## src/rtl/seq_match_ctrl.sv

```systemverilog
// rtl/seq_match_ctrl.sv - serial 1010 match counter: capture a word, shift it MSB first, report the count
// Detector state survives across words when in_chain is set, so patterns may straddle word boundaries.
module seq_match_ctrl #(
    parameter int WIDTH = 8,
    parameter int CNT_W = 4
) (
    input  logic             clk,
    input  logic             reset,
    input  logic             in_valid,
    output logic             in_ready,
    input  logic [WIDTH-1:0] in_data,
    input  logic             in_chain,
    output logic             out_valid,
    input  logic             out_ready,
    output logic [CNT_W-1:0] out_count,
    output logic             match,
    output logic             busy
);

    localparam int IDX_W = $clog2(WIDTH);
    localparam logic [CNT_W-1:0] CNT_MAX = '1;

    typedef enum logic [1:0] {
        IDLE   = 2'd0,
        SHIFT  = 2'd1,
        REPORT = 2'd2
    } state_t;

    typedef enum logic [2:0] {
        S0 = 3'd0,
        S1 = 3'd1,
        S2 = 3'd2,
        S3 = 3'd3,
        S4 = 3'd4
    } det_t;

    state_t           state;
    state_t           state_nxt;
    det_t             det;
    det_t             det_nxt;
    logic [WIDTH-1:0] word;
    logic [IDX_W-1:0] bit_idx;
    logic             capture;
    logic             w;

    assign capture = (state == IDLE) && in_valid;
    assign w       = word[WIDTH-1];

    // Overlapping Moore detector for 1010; S4 means the last four bits were 1010.
    always_comb begin
        det_nxt = S0;
        case (det)
            S0:      det_nxt = w ? S1 : S0;
            S1:      det_nxt = w ? S1 : S2;
            S2:      det_nxt = w ? S3 : S0;
            S3:      det_nxt = w ? S1 : S4;
            S4:      det_nxt = w ? S3 : S0;
            default: det_nxt = S0;
        endcase
    end

    always_ff @(posedge clk or negedge reset) begin
        if (!reset) begin
            state <= IDLE;
        end else begin
            state <= state_nxt;
        end
    end

    always_comb begin
        state_nxt = state;
        case (state)
            IDLE:    if (in_valid) state_nxt = SHIFT;
            SHIFT:   if (bit_idx == '0) state_nxt = REPORT;
            REPORT:  if (out_ready) state_nxt = IDLE;
            default: state_nxt = IDLE;
        endcase
    end

    always_ff @(posedge clk or negedge reset) begin
        if (!reset) begin
            det       <= S0;
            word      <= '0;
            bit_idx   <= '0;
            out_count <= '0;
        end else if (capture) begin
            word      <= in_data;
            bit_idx   <= IDX_W'(WIDTH - 1);
            out_count <= '0;
            if (!in_chain) det <= S0;
        end else if (state == SHIFT) begin
            word    <= {word[WIDTH-2:0], 1'b0};
            det     <= det_nxt;
            bit_idx <= bit_idx - 1'b1;
            // Saturate rather than wrap so a narrow counter still reports "many".
            if (det_nxt == S4 && out_count != CNT_MAX) out_count <= out_count + 1'b1;
        end
    end

    assign in_ready  = (state == IDLE);
    assign out_valid = (state == REPORT);
    assign busy      = (state != IDLE);
    assign match     = (det == S4);

endmodule

```

## config.mk

```make
export PLATFORM = sky130hd
export DESIGN_NAME = seq_match_ctrl
export DESIGN_NICKNAME = d
export VERILOG_FILES = /design/src/rtl/seq_match_ctrl.sv
export SDC_FILE = /design/constraint.sdc
export NUM_CORES = 1
export LEC_CHECK = 0
export CORE_ASPECT_RATIO = 0.6
export CORE_MARGIN = 2
export CORE_UTILIZATION = 35
export DETAILED_ROUTE_END_ITERATION = 6
export HOLD_SLACK_MARGIN = 0.03
export SLEW_MARGIN = 20
export SYNTH_ARGS = -nofsm -noshare
export SYNTH_HDL_FRONTEND = slang
export SYNTH_SLANG_ARGS = --single-unit
```

## constraint.sdc

```tcl
create_clock -name clk -period 1.3 [get_ports clk]
set_input_delay 0.39 -clock clk [delete_from_list [all_inputs] [get_ports clk]]
set_output_delay 0.39 -clock clk [all_outputs]
set_load 0.03 [all_outputs]
```

==> impl_metrics.yaml <==
run_status:
  outcome: "complete, but fails checks"
  violations: "negative setup slack"
worst_setup_path:
  rr_startpoint: "state[0]"
  rr_worst_depth: 5
  worst_setup_path_end_kind: "primary output"
  critPathKind: "reg -> out"
  path_depth: 3
  r2r_slack_ns: -0.04
  crit_start: "state[0]"
  path_cells: "or2_4 > inv_4 > buf_6"
  worstReg2RegEnd: "out_count[0]"
  path_max_fanout: 3
  required_ns: 0.91
  endpoint: "in_ready"
  critPathTopFamily: "flip-flops"
  critical_path_buf_inv_count: 2
  crit_path_max_incr_delay_ns: 0.40
  worstSetupStartpointType: "flop"
  cp_slowest_cell: "dfrtp_1"
  arrival_ns: 1.09
cts:
  cts_root_buffer: "clkbuf_8"
  h-tree-depth: 1
  clk_path_buf_depth: 2
  cts_buffers: 3
  ctsHoldBuffers: 0
  clkTransAtPathRegs_ns: 0.07
  clock_sinks: 20
  cts_tree: "done"
  worstSkewPairLatency_ns: 0.26
cells_and_area:
  final_common_cell: "nand2_1"
  fillerInstances: 244
  fin_nets: 160
  num_antenna_cells: 0
  final_cell_mix: "nand2_1 (21), dfrtp_1 (16), buf_6 (14)"
  multi_input_area_um2: 603.1
  regArea_um2: 505.5
  area_growth_pct: 57.45
  postLayoutCellArea_um2: 1639
  layout-drive-gt1-share: 0.4266
die:
  die_width_um: 74.41
  io_pins: 21
  num_rows: 15
  initial_utilization: 0.3649
  core_um2: 2853
  dieArea_um2: 3441
  die_y_um: 46.25
placement:
  numPortBuffers: 20
  place_area_um2: 1396
  place_hpwl_um: 1569
  gp_congestion: 0.7358
sta:
  finalHoldViolCount: 0
  period_minus_slack_ns: 1.482
  setup_violations: 9
  worst_hold_slack_ns: 0.4738
  tightest_slew_ns: 0.2755
  max_freq_mhz: 674.5
  fin_ws_ns: -0.1825
  finClkSkew_ns: 0.003996
  period_share: 1.140
  rsz0062_at_grt: "true"
  drv_slew: 0
  slew_headroom: 0.8160
drt:
  first_pass_iters: 4
  wirelength_um: 2259
  drt_iter0_drc: 17
  num_vias: 883
  avgRoutedWirePerCell_um: 12.21
  drc_errors: 0
  vias_per_cell: 4.773
  ant_nets: 0
power:
  p_leak_nw: 0.7352
  cellPowerDensity_nw_per_um2: 1984
  total_power_mw: 3.252
  ir_worst_vdd_mv: 0.9693
hold_path:
  hp-class: "in -> async"
synth:
  postSynthCellCount: 101
  netlist_area_um2: 1041
  seq_area_frac_synth: 0.4808
  synth_warnings: 0
  yosysTopAreaCell: "dfrtp_1"
  synthDistinctLibCells: 31
  synth_seq_cells: 20
  synthTopCellsByArea: "dfrtp_1 (48%), nand2_1 (7.6%), a22oi_1 (5.0%), mux2i_1 (3.8%), ha_1 (3.6%)"
  synth.net_count: 117
  synth_area_per_cell_um2: 10.31
  synth_top_area_frac: 0.4808
job:
  cap_violations: 0
grt:
  grt_pass1_vias: 826
  grt-ovfl-total: 0
  grt_max_degree: 21
  antenna_found_initial: 0
  grt_pass1_wl_um: 3677
  grt_use_total: 0.1493
sequential cells by signal, indices dropped and copies added (netlist names):
register,count
out_count,4
det,3
bit_idx,3
state,2
word,8
worst min path at each step:
| stage | startpoint | to | slack, ns | depth (start not counted) |
|---|---|---|---|---|
| 5_1_grt | reset | bit_idx[0] | 0.48 | 2 |
| 4_1_cts | reset | bit_idx[0] | 0.47 | 2 |
| 3_5_place_dp | word[4] | word[4] | 0.46 | 2 |
| 2_1_floorplan | reset | bit_idx[0] | 0.09 | 0 |
| 6_report | reset | out_count[2] | 0.47 | 2 |
| 3_3_place_gp | word[2] | word[2] | 0.46 | 2 |
per-stage QoR:
step / setup WS, ns / instances / util / setup TNS, ns
3_5_place_dp: -0.4179 / 174 / 0.4895 / -6.663
6_report: -0.1825 / 185 / 0.5746 / -0.7684
2_1_floorplan: -0.05445 / 101 / - / -0.05507
5_1_grt: -0.2314 / 185 / 0.5746 / -1.562
4_1_cts: -0.1916 / 184 / 0.5408 / -0.8538
3_3_place_gp: -0.3988 / 174 / 0.4895 / -6.235
what timing repair did:
action | CTS | global route
gates cloned | 1 | 0
setup buffers | 5 | 1
pin swaps | 2 | 4
gates resized for setup | 15 | 22
setup endpoints to repair | 23 | 21
cell usage after synthesis (all sizes together):
library cell / number
nor3b: 2
o2bb2ai: 1
inv: 7
xnor2: 1
a22o: 2
or3b: 2
o32ai: 1
nand3: 2
ha: 3
and3: 2
a21oi: 2
a22oi: 7
nor4: 1
nor3: 3
nand2b: 2
buf: 3
nand3b: 1
nand2: 21
o21ai: 6
mux2i: 4
dfrtp: 20
or2: 1
nor2b: 4
o21bai: 2
a32o: 1
per-layer routing:
metal  vias up  track usage  wire [um]  part of all wire
li1        444            -          -                 -
met1       425       0.1951       1062              0.47
met2        12       0.2372       1096              0.49
met3         2      0.05252         91             0.040
met4         0      0.04286          8            0.0035
met5         -            0          0                 0
kinds of logic after synthesis:
kind of cell,share of synthesized area
AND/OR/NAND/NOR,0.2416
AO/OA/AOI/OAI,0.1466
flip-flops,0.4808
buffers and inverters,0.04808
multiplexers,0.03846
adder cells (fa/ha/maj),0.03606
XOR/XNOR,0.008415
report_power, final:
| group | internal (mW) | switching [mW] |
|---|---|---|
| Sequential | 0.850 | 0.150 |
| Clock | 0.269 | 0.197 |
| Combinational | 0.896 | 0.891 |
| Total | 2.01 | 1.24 |
final cells by class:
| cell class | count | area share |
|---|---|---|
| Inverter | 7 | 0.01756 |
| Sequential cell | 20 | 0.3084 |
| Timing Repair Buffer | 40 | 0.2405 |
| Multi-Input combinational cell | 72 | 0.3679 |
| Clock buffer | 4 | 0.03359 |
| Tap cell | 42 | 0.03206 |
(Power assumes the default switching activity.)
